<file path="src/rtl/decode_in_trace_buffer.sv">
// Purpose : capture buffer for the LC3 decode-stage input bus; each sample is timestamped and queued for a valid/ready consumer.
// Latency : a sample taken at edge N is visible on out_* after edge N when the queue was empty; no bypass.
// Backpress: out_ready low holds the head. Captures into a full queue are dropped and counted in overflow_cnt (saturating).
//
// Ports: clock/reset (async active-low); capture_en, mode, flush control capture;
//        enable_decode/instr_dout/npc_in/psr are the sampled decode bus;
//        out_valid/out_ready plus out_* form the first-word-fall-through head;
//        count/full/empty/overflow_cnt report occupancy and dropped captures.
module decode_in_trace_buffer #(
    parameter int INSTR_W = 16,
    parameter int PC_W    = 16,
    parameter int PSR_W   = 3,
    parameter int DEPTH   = 8,
    parameter int TS_W    = 16
) (
    input  logic                     clock,
    input  logic                     reset,
    input  logic                     capture_en,
    input  logic                     mode,
    input  logic                     flush,
    input  logic                     enable_decode,
    input  logic [INSTR_W-1:0]       instr_dout,
    input  logic [PC_W-1:0]          npc_in,
    input  logic [PSR_W-1:0]         psr,
    output logic                     out_valid,
    input  logic                     out_ready,
    output logic                     out_enable,
    output logic [INSTR_W-1:0]       out_instr,
    output logic [PC_W-1:0]          out_npc,
    output logic [PSR_W-1:0]         out_psr,
    output logic [TS_W-1:0]          out_ts,
    output logic [$clog2(DEPTH):0]   count,
    output logic                     full,
    output logic                     empty,
    output logic [7:0]               overflow_cnt
);

    localparam int AW = $clog2(DEPTH);
    localparam int CW = AW + 1;

    typedef struct packed {
        logic               en;
        logic [INSTR_W-1:0] instr;
        logic [PC_W-1:0]    npc;
        logic [PSR_W-1:0]   psr;
        logic [TS_W-1:0]    ts;
    } entry_t;

    entry_t          mem [DEPTH];
    entry_t          head;
    entry_t          wr_entry;
    logic [AW-1:0]   wr_ptr;
    logic [AW-1:0]   rd_ptr;
    logic [TS_W-1:0] ts;

    logic push_req;
    logic do_pop;
    logic do_write;
    logic do_drop;

    // flush masks both sides, so it wins over any push or pop in that cycle
    assign push_req = capture_en & (~mode | enable_decode) & ~flush;
    assign do_pop   = out_valid & out_ready & ~flush;
    // a pop in the same cycle frees the slot, so a full queue still accepts
    assign do_write = push_req & (~full | do_pop);
    assign do_drop  = push_req & full & ~do_pop;

    assign wr_entry = '{en: enable_decode, instr: instr_dout, npc: npc_in, psr: psr, ts: ts};

    // free-running timestamp; flush deliberately leaves it alone
    always_ff @(posedge clock or negedge reset) begin
        if (!reset) begin
            ts <= '0;
        end else begin
            ts <= ts + 1'b1;
        end
    end

    // storage carries no reset: contents are only observable while count>0
    always_ff @(posedge clock) begin
        if (do_write) begin
            mem[wr_ptr] <= wr_entry;
        end
    end

    always_ff @(posedge clock or negedge reset) begin
        if (!reset) begin
            wr_ptr       <= '0;
            rd_ptr       <= '0;
            count        <= '0;
            overflow_cnt <= '0;
        end else if (flush) begin
            wr_ptr       <= '0;
            rd_ptr       <= '0;
            count        <= '0;
            overflow_cnt <= '0;
        end else begin
            if (do_write) begin
                wr_ptr <= wr_ptr + 1'b1;
            end
            if (do_pop) begin
                rd_ptr <= rd_ptr + 1'b1;
            end
            if (do_write && !do_pop) begin
                count <= count + 1'b1;
            end else if (!do_write && do_pop) begin
                count <= count - 1'b1;
            end
            if (do_drop && overflow_cnt != 8'hFF) begin
                overflow_cnt <= overflow_cnt + 1'b1;
            end
        end
    end

    assign full      = (count == CW'(DEPTH));
    assign empty     = (count == '0);
    assign out_valid = ~empty;

    // head data is zeroed while empty so stale entries never leak out
    assign head       = out_valid ? mem[rd_ptr] : '0;
    assign out_enable = head.en;
    assign out_instr  = head.instr;
    assign out_npc    = head.npc;
    assign out_psr    = head.psr;
    assign out_ts     = head.ts;

endmodule

</file>
<file path="config.mk">
export PLATFORM = sky130hd
export DESIGN_NAME = decode_in_trace_buffer
export DESIGN_NICKNAME = d
export VERILOG_FILES = /design/src/rtl/decode_in_trace_buffer.sv
export SDC_FILE = /design/constraint.sdc
export NUM_CORES = 1
export LEC_CHECK = 0
export ABC_AREA = 1
export BUFFER_PORTS_ARGS = -buffer_cell sky130_fd_sc_hd__buf_4
export CAP_MARGIN = 0
export CORE_AREA = 3 3 217 219
export DETAILED_ROUTE_END_ITERATION = 8
export DIE_AREA = 0 0 220 222
export PLACE_DENSITY = 0.62
export SYNTH_ARGS = -nofsm -noshare
export SYNTH_HDL_FRONTEND = slang
export SYNTH_SLANG_ARGS = --single-unit
</file>
<file path="constraint.sdc">
create_clock -name clock -period 4.9 [get_ports clock]
set_input_delay 0.98 -clock clock [delete_from_list [all_inputs] [get_ports clock]]
set_output_delay 0.98 -clock clock [all_outputs]
set_load 0.02 [all_outputs]
</file>
After elaboration in Yosys (flattened, before gate mapping)
Memories as Yosys holds them, arrays and structs flattened.
Index checks and enable logic that the tools add are counted.
{"block": "word_totals", "register_bits": 34, "latchBits": 0, "mem_bits_rw": 416, "rom_bits": 0, "inputBits": 42, "wordCells": 50, "memories": 1}
{"name": "mem", "words": 8, "word_bits": 52, "read_ports": 1, "rd_clocked_by_memory_dff": 0, "write_ports": 1, "line_no": "49", "text": "entry_t mem [DEPTH];"}
{"block": "op_classes", "add_sub_neg": 6, "n_mul": 0, "div_mod_pow": 0, "n_lt_le_gt_ge": 0, "n_eq_ne": 2, "shifts": 0, "muxes": 12, "n_bitwise": 14, "reduce_logical": 10}
{"operator": "$mux 52", "count": 1}
{"operator": "$add 16x1->16 const B", "count": 1}
{"operator": "$mux 8", "count": 2}
{"operator": "$mux 3", "count": 4}
{"operator": "$mux 4", "count": 3}
{"operator": "$add 8x1->8 const B", "count": 1}
{"operator": "$ne 8x8->1 const B", "count": 1}
{"operator": "$and 1x1->1", "count": 7}
{"operator": "$add 3x1->3 const B", "count": 2}
{"operator": "$reduce_bool 2->1", "count": 3}
{"operator": "$not 1->1", "count": 5}
{"operator": "$add 4x1->4 const B", "count": 1}
{"operator": "$eq 4x4->1 const B", "count": 1}
{"operator": "$logic_not 4->1", "count": 1}
{"operator": "$sub 4x1->4 const B", "count": 1}
{"operator": "$logic_and 1x1->1", "count": 3}
{"operator": "$reduce_bool 3->1", "count": 1}
{"operator": "$logic_not 1->1", "count": 2}
{"operator": "$mux 1", "count": 2}
{"operator": "$or 1x1->1", "count": 2}

Logic depth before layout (Yosys ltp)
Gate-level depths: netlist (run 1).
{"block": "logic_depth", "depth_word": 11, "mapped_depth": 15, "mapped_depth_nobuf": 15}

Least setup slack after synthesis (run 1)
OpenSTA, ideal clock, no wires.
{"block": "synth_path", "path_kind": "input to register", "startpoint": "in flush", "endpoint": "mem mem[5][0] in the netlist's numbering (enable)", "setup_time_ns": 0.526, "t_arrival_ns": 5.033, "required_time_ns": 4.374, "setup_slack_ns": -0.659, "stages": 5, "path_buffers": 0, "path_cell_list": "inv_2 > nand3_1 > nand2_1 > nand2_1 > nor3_1"}
{"block": "synth_via", "elab_chain_len": 6, "word_cells_on_any_way": 7, "classes_between": "mux: 2; bitwise: 5"}
{"item": "start, declared", "line_no": "20", "text": "input logic flush,"}
{"item": "$not 1->1 *", "line_no": "62, 63"}
{"item": "$and 1x1->1", "line_no": "63", "text": "assign do_pop = out_valid & out_ready & ~flush;"}
{"item": "$or 1x1->1", "line_no": "65", "text": "assign do_write = push_req & (~full | do_pop);"}
{"item": "$and 1x1->1 *", "line_no": "65"}
{"item": "$mux 1 *", "line_no": "81", "text": "if (do_write) begin"}
{"item": "$mux 1 (not written as such) *", "line_no": "82", "text": "mem[wr_ptr] <= wr_entry;"}
{"item": "end, declared", "line_no": "49"}
Mark *: on every way between the ends. The rest lies on a longest branch, timed or not.

Final worst setup path (run 1)
{"block": "layout_path", "startpoint": "reg rd_ptr[0]", "endpoint": "out out_ts[15]"}
{"block": "layout_via", "elab_chain_len": 2}
{"item": "start, declared", "line_no": "53", "text": "logic [AW-1:0] rd_ptr;"}
{"item": "start signal, assigned", "line_no": "102", "text": "rd_ptr <= rd_ptr + 1'b1;"}
{"item": "$mem_v2 8x52"}
{"item": "$mux 52", "line_no": "120", "text": "assign head = out_valid ? mem[rd_ptr] : '0;"}
{"item": "end, declared", "line_no": "31", "text": "output logic [TS_W-1:0] out_ts,"}
Every way passes these cells.

==> qor.yml, run 1 <==
outcome:
  outcome: "completed"
worst_setup_path:
  crit_family: "flip-flops"
  cp_max_fo: 129
  worstPathBufferInverterCount: 2
  path_common_cell: "o21ai_1"
  required_ns: 3.92
  cp.arrival_ns: 3.17
  cp-start-kind: "flop"
  r2r_setup_slack_ns: 1.49
  setup.worst_path.class: "reg -> out"
  cp_slowest_stage_delay_ns: 1.02
  end_kind: "primary output"
  path_cells: "buf_12, o21ai_0, o21ai_1, o21ai_1, nor2_1, buf_4"
  slowest_stage: "dfrtp_4"
floorplanning:
  io_pins: 109
  start_util: 0.401
  rows: 78
  core_region_area_sq_um: 45300
  die-area_sq_um: 48800
  die_w_um: 220
  die_y_um: 222
power:
  sw_frac_of_total: 0.325
  ir_worst_vdd_v: 0.000292
  pwr-share-seq: 0.385
  power.internal_mw: 7.88
  p_sw_mw: 3.79
  p_comb_frac: 0.280
  fin_total_pwr_mw: 11.7
  leakage_nw: 7.56
  p_per_area_nw_per_um2: 549
  p_clk_frac: 0.335
logic_synthesis:
  ys.warnings.count: 0
  synth.most_common_cell: "nor2_1"
  yosys_most_used_dff: "edfxtp_1"
  synth_area_leader_cell: "edfxtp_1"
  avgSynthCellArea_sq_um: 12.1
  ys_seq_area_frac: 0.735
  ys_types: 28
  synth_commonest_cells: "nor2_1, edfxtp_1, o21ai_1"
  synth.area.top_cells: "edfxtp_1, nor2_1, o21ai_1"
  postSynth.asyncResetShare: 0.0756
  syn_inst: 1505
  ys_seq_elements: 450
  synth_edf_count: 416
  synth_area_sq_um: 18100
  yosysTopAreaCellShare: 0.688
  mappedNetlistNets: 1554
clock_network:
  tritoncts: "built"
  cts.clk_slew.worst_paths_ns: 0.06
  clkLatencyLatePin_ns: 0.58
  cts_buffer_depth: 3
  cts_setup_buffers: 0
  cts_resized: 0
  cts_made_buffers: 49
  root_buffer: "clkbuf_16"
  htreeDepth: 2
  numClockSinks: 450
  ctsHoldBuffers: 0
finish:
  nets: 1647
  layout-drive-gt1-share: 0.140
  diodes: 0
  area_growth_pct: 17.2
timing:
  worst_pin_slew_ns: 1.12
  finalSetupViolCount: 0
  tns_ns: 0
  final_max_slew_viol_count: 0
  grt_setup_unrepaired: "false"
  max_freq_mhz: 241
  final_period_minus_worst_setup_slack_ns: 4.15
  finalClockSkew_ns: 0.00925
  slew_headroom: 0.250
  whs_ns: 0.389
  finalHoldViolCount: 0
  min_period_over_period: 0.846
routing:
  vias: 11500
  routed_via_density: 5.15
  drt-total-wl_um: 41300
  detail-route-antenna-nets: 0
  dr.first_iter.drc_count: 982
  wl_per_cell_um: 18.4
  drt-pass1-iter-count: 5
  drc_errors: 0
worst_hold_path:
  hp-class: "in -> async"
grt:
  grt_pass1_vias: 11200
  antenna_found_initial: 0
  track_usage: 0.168
  grt_pass1_wl_um: 63900
  grt_max_degree: 130
  overflow: 0
flow_run:
  max_cap_violations: 0
placement:
  gp_congestion: 0.755
  port_buffers: 108
  place_hpwl_um: 20500
[metal layers]
metal,GRT usage,wire (um),vias to the layer above
li1,-,-,5512
met5,0,0,-
met2,0.269,19600,284
met3,0.0404,2450,47
met1,0.234,18600,5677
met4,0.0388,627,0
[kinds of logic after synthesis]
group                      after synthesis  synth area share
AOI/OAI and AO/OA                      376             0.104
xor gates and xnor gates                19           0.00917
adders and majority gates                7           0.00524
buffers and inverters                  110            0.0299
DFF                                    450             0.735
and+or+nand+nor                        543             0.117
[registers in the layout, indices dropped and copies added (netlist names)]
name	count
overflow_cnt	8
ts	16
rd_ptr	3
count	4
mem	416
wr_ptr	3
[power groups by stage]
stage	clock network, mW	logic [mW]	registers [mW]
6_report	3.90	3.27	4.49
5_1_grt	4.15	3.66	4.52
4_1_cts	4.00	3.33	4.50
3_5_place_dp	0	3.31	4.58
3_3_place_gp	0	3.28	4.57
2_1_floorplan	0	2.28	4.42
[per-stage QoR]
stage / setup slack, ns / instance area [sq um] / instances / util
after floorplan: -0.659 / 18100 / 1505 / -
final: 0.754 / 21300 / 2239 / 0.470
after detailed placement: 1.33 / 19500 / 2147 / 0.431
after global routing: 0.454 / 21300 / 2239 / 0.470
after global placement: 1.27 / 19500 / 2147 / 0.431
after CTS: 0.688 / 21300 / 2239 / 0.470
[layout make-up]
| cell class | count | area (sq um) |
|---|---|---|
| Inverter | 24 | 95.1 |
| Sequential cell | 450 | 13400 |
| Clock inverter | 22 | 320 |
| Clock buffer | 70 | 1420 |
| Multi-Input combinational cell | 945 | 4310 |
| Timing Repair Buffer | 128 | 1020 |
| Tap cell | 600 | 751 |
| Fill cell | 4021 | 24000 |
[worst paths after layout]
| kind | from | endpoint | cells past startpoint |
|---|---|---|---|
| worst max-delay path | rd_ptr[0] | out_ts[15] | 6 |
| worst min-delay path | reset | ts[12] | 1 |
| worst max register to register | count[0] | mem[6][49] | 7 |
| worst min register to register | overflow_cnt[1] | overflow_cnt[1] | 2 |
| max in group asynchronous | reset | rd_ptr[1] | 1 |
| min in group clock | overflow_cnt[1] | overflow_cnt[1] | 2 |
[placed cells by master, fill, tap and decap left out, drive strengths merged, types with 2 or more instances in the layout]
cell / count
nand3b: 2
buf: 128
o21ai: 373
xor2: 13
bufinv: 8
ha: 6
inv: 25
clkbuf: 70
nand3: 24
nor3: 9
edfxtp: 416
nand2: 63
nand4: 6
clkinvlp: 4
clkinv: 9
nor2: 437
dfrtp: 34
xnor2: 6
a21oi: 3
Note: power is estimated with default switching activity, not from simulation.
==> run 2: changes to the inputs <==
- clock period: 4.9 -> 3.4 ns (I/O delays scaled with it)
==> qor.yml, run 2 (synthesis gave the netlist of run 1 again) <==
routing:
  drt-total-wl_um: 40500  # -1.9%
  routed_via_density: 5.17  # +0.39%
  wl_per_cell_um: 18.1  # -1.6%
  detail-route-antenna-nets: 0  # unchanged
  drc_errors: 0  # unchanged
  drt-pass1-iter-count: 5  # unchanged
  vias: 11500  # +0.12%
  dr.first_iter.drc_count: 820  # -16%
timing:
  whs_ns: 0.0660  # -0.323 ns
  grt_setup_unrepaired: "false"
  finalHoldViolCount: 0  # unchanged
  worst_pin_slew_ns: 0.796  # -0.328 ns
  final_max_slew_viol_count: 0  # unchanged
  max_freq_mhz: 310
  finalClockSkew_ns: 0.0163  # +0.00708 ns
  final_period_minus_worst_setup_slack_ns: 3.22
  slew_headroom: 0.469  # +0.219
  finalSetupViolCount: 0  # unchanged
  min_period_over_period: 0.948
worst_setup_path:
  ff2ff_path_depth: 7  # unchanged
  cp.arrival_ns: 2.54  # -0.63 ns
  setup.worst_path.class: "reg -> out"
  r2r_setup_slack_ns: 1.13  # -0.36 ns
  cp_max_fo: 76  # -41%
  worstPathBufferInverterCount: 3  # +1
  cp-start-kind: "flop"
  crit_family: "buffers and inverters"
  cp_slowest_stage_delay_ns: 0.52  # -0.50 ns
  slowest_stage: "dfrtp_4"
  required_ns: 2.72  # -1.20 ns
  path_cells: "inv_6, buf_12, nor2_1, o21ai_1, o21ai_1, nor2_1, buf_4"
  end_kind: "primary output"
  crit_cells: 7  # +1
clock_network:
  cts_buffer_depth: 3  # unchanged
  cts_made_buffers: 48  # -2.0%
  cts.clk_slew.worst_paths_ns: 0.06  # about the same
  numClockSinks: 450  # unchanged
  root_buffer: "clkbuf_16"
  clkLatencyLatePin_ns: 0.58  # about the same
  htreeDepth: 2  # unchanged
  tritoncts: "built"
grt:
  track_usage: 0.166  # -0.00191
  antenna_found_initial: 0  # unchanged
  grt_pass1_vias: 11600  # +3.2%
  grt_max_degree: 101  # -22%
  overflow: 0  # unchanged
  grt_pass1_wl_um: 64200  # +0.39%
finish:
  layout-drive-gt1-share: 0.133  # -0.00684
  reg.largest.list: "mem: 416 flops, ts: 16 flops, overflow_cnt: 8 flops"
  fillers: 4055  # +0.85%
  layout_commonest_cell: "nor2_1"
  nets: 1648  # +0.061%
  diodes: 0  # unchanged
  multi_input_area_sq_um: 4340  # +0.58%
  largest_reg_flops: 416  # unchanged
  layoutNonFillerInstCount: 2233  # -0.27%
  largest-register: "mem"
  area_growth_pct: 16.5
  layout_common_cells: "nor2_1, edfxtp_1, o21ai_1"
  layout.area.seq_sq_um: 13400  # unchanged
worst_hold_path:
  hp-class: "in -> async"
floorplanning:
  die_y_um: 222  # unchanged
  die_w_um: 220  # unchanged
  core_region_area_sq_um: 45300  # unchanged
  die-area_sq_um: 48800  # unchanged
  io_pins: 109  # unchanged
  start_util: 0.401  # unchanged
  rows: 78  # unchanged
outcome:
  outcome: "completed"
flow_run:
  max_cap_violations: 0  # unchanged
power:
  p_per_area_nw_per_um2: 762  # +39%
  leakage_nw: 7.50  # -0.84%
  ir_worst_vdd_v: 0.000568  # +94%
placement:
  port_buffers: 108  # unchanged
  dp.cells: 2149  # +0.093%
  gp_congestion: 0.755  # about the same
  place_hpwl_um: 21200  # +3.6%
-- run 2: cell count changes in the layout (fill, tap and decap cells not counted), moves of 6 or more --
cell,change
buf_12,+9
buf_4,-8
bufinv_16,-8
clkinv_1,+6
-- run 2: cell type report --
| cell class | count | area share |
|---|---|---|
| tap | 600 | 0.0355 |
| multi-input combinational | 945 | 0.205 |
| timing repair buffer | 130 | 0.0546 |
| clock buffer | 65 | 0.0633 |
| inverter | 24 | 0.00450 |
| sequential | 450 | 0.632 |
| clock inverter | 19 | 0.00509 |
-- run 2: worst register-to-register path: cells and delay by family, from the launching register on --
family | cells | cell delay [ns]
and+or+nand+nor | 6 | 1.08
DFF | 1 | 0.43
buffers and inverters | 1 | 0.31
-- run 2: path summary, 6_finish.rpt --
| kind | from | end |
|---|---|---|
| setup / recovery | rd_ptr[0] | out_npc[11] |
| hold / removal | reset | ts[12] |
| setup reg to reg | count[0] | mem[6][19] |
| max in group asynchronous | reset | rd_ptr[1] |
| min in group clock | instr_dout[5] | mem[2][40] |
| hold reg to reg | wr_ptr[0] | wr_ptr[0] |
-- run 2: metal layers --
metal  GRT usage  part of all wire
met1       0.235              0.46
met2       0.260              0.46
met3      0.0386             0.057
met4      0.0449             0.021
met5           0                 0
-- run 2: through the flow --
step	power, mW	utilization	cell area, sq um	setup slack [ns]	setup TNS (ns)
after floorplan	9.65	-	18200	-0.449	-157.18
after global placement	11.4	0.435	19700	0.679	0
after detailed placement	11.5	0.435	19700	0.659	0
after CTS	16.3	0.467	21100	0.0807	0
after global routing	17.1	0.467	21100	0.00257	0
final	16.1	0.467	21100	0.178	0
-- run 2: power breakdown --
group | internal [mW] | total (mW) | switching (mW)
clock network | 2.75 | 4.82 | 2.07
registers | 6.16 | 6.31 | 0.149
logic | 1.74 | 4.97 | 3.23
total | 10.6 | 16.1 | 5.45
-- run 2: what timing repair did --
item | in CTS | in global routing
setup buffers | 0 | 0
resized for setup | 0 | 1
endpoints found under the setup margin | 0 | 2
hold buffers | 0 | 0
==> run 3: changes to the inputs <==
- CTS_BUF_LIST: default -> sky130_fd_sc_hd__clkbuf_4 sky130_fd_sc_hd__clkbuf_8
- SETUP_SLACK_MARGIN: default -> 0.05
==> qor.yml, run 3 (synthesis gave the netlist of run 1 again) <==
outcome:
  outcome: "completed"
finish:
  largest-register: "mem"
  layoutNonFillerInstCount: 2277  # +2.0%
  reg.largest.list: "mem: 416 flops, ts: 16 flops, overflow_cnt: 8 flops"
  layout-drive-gt1-share: 0.158  # +0.0251
  layout_commonest_cell: "nor2_1"
  layout_common_cells: "nor2_1, edfxtp_1, o21ai_1"
  final_area_sq_um: 21100  # about the same
  largest_reg_flops: 416  # unchanged
  nets: 1675  # +1.6%
  diodes: 0  # unchanged
  area_growth_pct: 16.5  # about the same
timing:
  max_freq_mhz: 311  # +0.33%
  finalClockSkew_ns: 0.0393  # +0.0229 ns
  final_period_minus_worst_setup_slack_ns: 3.21  # -0.0105 ns
  worst_pin_slew_ns: 0.775  # -0.0218 ns
  finalSetupViolCount: 0  # unchanged
  finalHoldViolCount: 0  # unchanged
  slew_headroom: 0.484  # +0.0145
  final_max_slew_viol_count: 0  # unchanged
  grt_setup_unrepaired: "true"
  min_period_over_period: 0.944  # -0.00310
power:
  p_sw_mw: 5.47  # +0.36%
  pwr-share-seq: 0.395  # +0.003
  ir_worst_vdd_v: 0.000422  # -26%
  power.internal_mw: 10.4  # -1.9%
  p_per_area_nw_per_um2: 752  # -1.2%
  sw_frac_of_total: 0.344  # +0.00519
  p_clk_frac: 0.287  # -0.012
  leakage_nw: 7.55  # +0.63%
  p_comb_frac: 0.317  # +0.008
grt:
  overflow: 0  # unchanged
  track_usage: 0.167  # +0.000736
  antenna_found_initial: 0  # unchanged
  grt_max_degree: 101  # unchanged
  grt_pass1_wl_um: 64500  # +0.53%
  grt_pass1_vias: 11800  # +1.8%
routing:
  drc_errors: 0  # unchanged
  dr.first_iter.drc_count: 801  # -2.3%
  drt-pass1-iter-count: 5  # unchanged
  wl_per_cell_um: 18.0  # -0.76%
  detail-route-antenna-nets: 0  # unchanged
  routed_via_density: 5.12  # -0.96%
  vias: 11600  # +0.99%
  drt-total-wl_um: 41000  # +1.2%
floorplanning:
  die_y_um: 222  # unchanged
  die_w_um: 220  # unchanged
  die-area_sq_um: 48800  # unchanged
  core_region_area_sq_um: 45300  # unchanged
  rows: 78  # unchanged
  start_util: 0.401  # unchanged
  io_pins: 109  # unchanged
placement:
  gp_congestion: 0.755  # unchanged
  port_buffers: 108  # unchanged
  place_area_sq_um: 19700  # unchanged
  dp.cells: 2149  # unchanged
  place_hpwl_um: 21200  # unchanged
flow_run:
  max_cap_violations: 0  # unchanged
worst_setup_path:
  setup.worst_path.class: "reg -> out"
  cp.arrival_ns: 2.53  # about the same
  required_ns: 2.72  # about the same
  cp_max_fo: 76  # unchanged
  end_kind: "primary output"
  cp-start-kind: "flop"
clock_network:
  clkLatencyLatePin_ns: 0.62  # +0.04 ns
  cts.clk_slew.worst_paths_ns: 0.06  # about the same
  cts_made_buffers: 74  # +54%
  tritoncts: "built"
  cts_buffer_depth: 3  # unchanged
  root_buffer: "clkbuf_8"
  numClockSinks: 450  # unchanged
  htreeDepth: 3  # +1
worst_hold_path:
  hp-class: "in -> async"
## run 3: cell types whose count changed in the layout (fill, tap and decap cells not counted), moves of 2 or more
cell,before,now
clkbuf_8,3,78
clkbuf_16,50,0
clkbuf_4,0,24
clkbuf_1,12,0
clkinv_1,9,17
clkinv_2,5,1
bufinv_16,0,2
clkinvlp_4,2,4
inv_6,3,1
inv_8,0,2
## run 3: path summary, 6_finish.rpt
path / from / to / slack, ns / cells past startpoint
min in group clock: instr_dout[7] / mem[3][42] / 0.30 / 1
worst max register to register: count[0] / mem[3][19] / 1.11 / 7
max in group asynchronous: reset / rd_ptr[0] / 2.99 / 1
worst min register to register: wr_ptr[0] / wr_ptr[0] / 0.55 / 2
worst max-delay path: rd_ptr[0] / out_npc[11] / 0.19 / 7
worst min-delay path: reset / ts[1] / 0.03 / 1
## run 3: per-layer routing
| metal | track usage | wire length, um | up-vias |
|---|---|---|---|
| met2 | 0.261 | 18900 | 324 |
| met5 | 0 | 0 | - |
| met4 | 0.0538 | 725 | 0 |
| li1 | - | - | 5572 |
| met1 | 0.235 | 18900 | 5695 |
| met3 | 0.0351 | 2410 | 57 |
## run 3: timing repair
action	in CTS	in global routing
hold buffers	0	0
resized for setup	1	3
buffers inserted	0	1
hold endpoints to repair	0	0
setup endpoints to repair	2	27
## run 3: layout make-up
class / instances / area, sq um
repair buffers: 131 / 1190
flip-flops and latches: 450 / 13400
fillers: 4069 / 24100
inverters: 24 / 97.6
clock inverters: 26 / 179
clock buffers: 101 / 1240
multi-input cells: 945 / 4340
well taps: 600 / 751
## run 3: power by group through the flow
| stage | Clock [mW] | Combinational [mW] | Sequential [mW] |
|---|---|---|---|
| 2_1_floorplan | 0 | 3.28 | 6.36 |
| 3_3_place_gp | 0 | 4.99 | 6.42 |
| 3_5_place_dp | 0 | 5.04 | 6.42 |
| 4_1_cts | 4.70 | 5.06 | 6.31 |
| 5_1_grt | 4.96 | 5.66 | 6.30 |
| 6_report | 4.57 | 5.05 | 6.29 |
## run 3: critical path, cell delays in order, from the launching register on
cell and delay, ns:
dfrtp_4 0.53, inv_8 0.27, buf_12 0.34, nor2_1 0.09, o21ai_1 0.15, o21ai_1 0.10
nor2_1 0.19, buf_4 0.17
## run 3: stage by stage
step                       util  TNS (ns)  total power [mW]  hold WS (ns)  setup slack, ns
after floorplan               -   -157.18              9.65         0.384           -0.449
after global placement    0.435         0              11.4         0.522            0.679
after detailed placement  0.435         0              11.5         0.533            0.659
after CTS                 0.466         0              16.1        0.0105           0.0794
after global routing      0.467         0              16.9        0.0394           0.0397
final                     0.467         0              15.9        0.0338            0.189
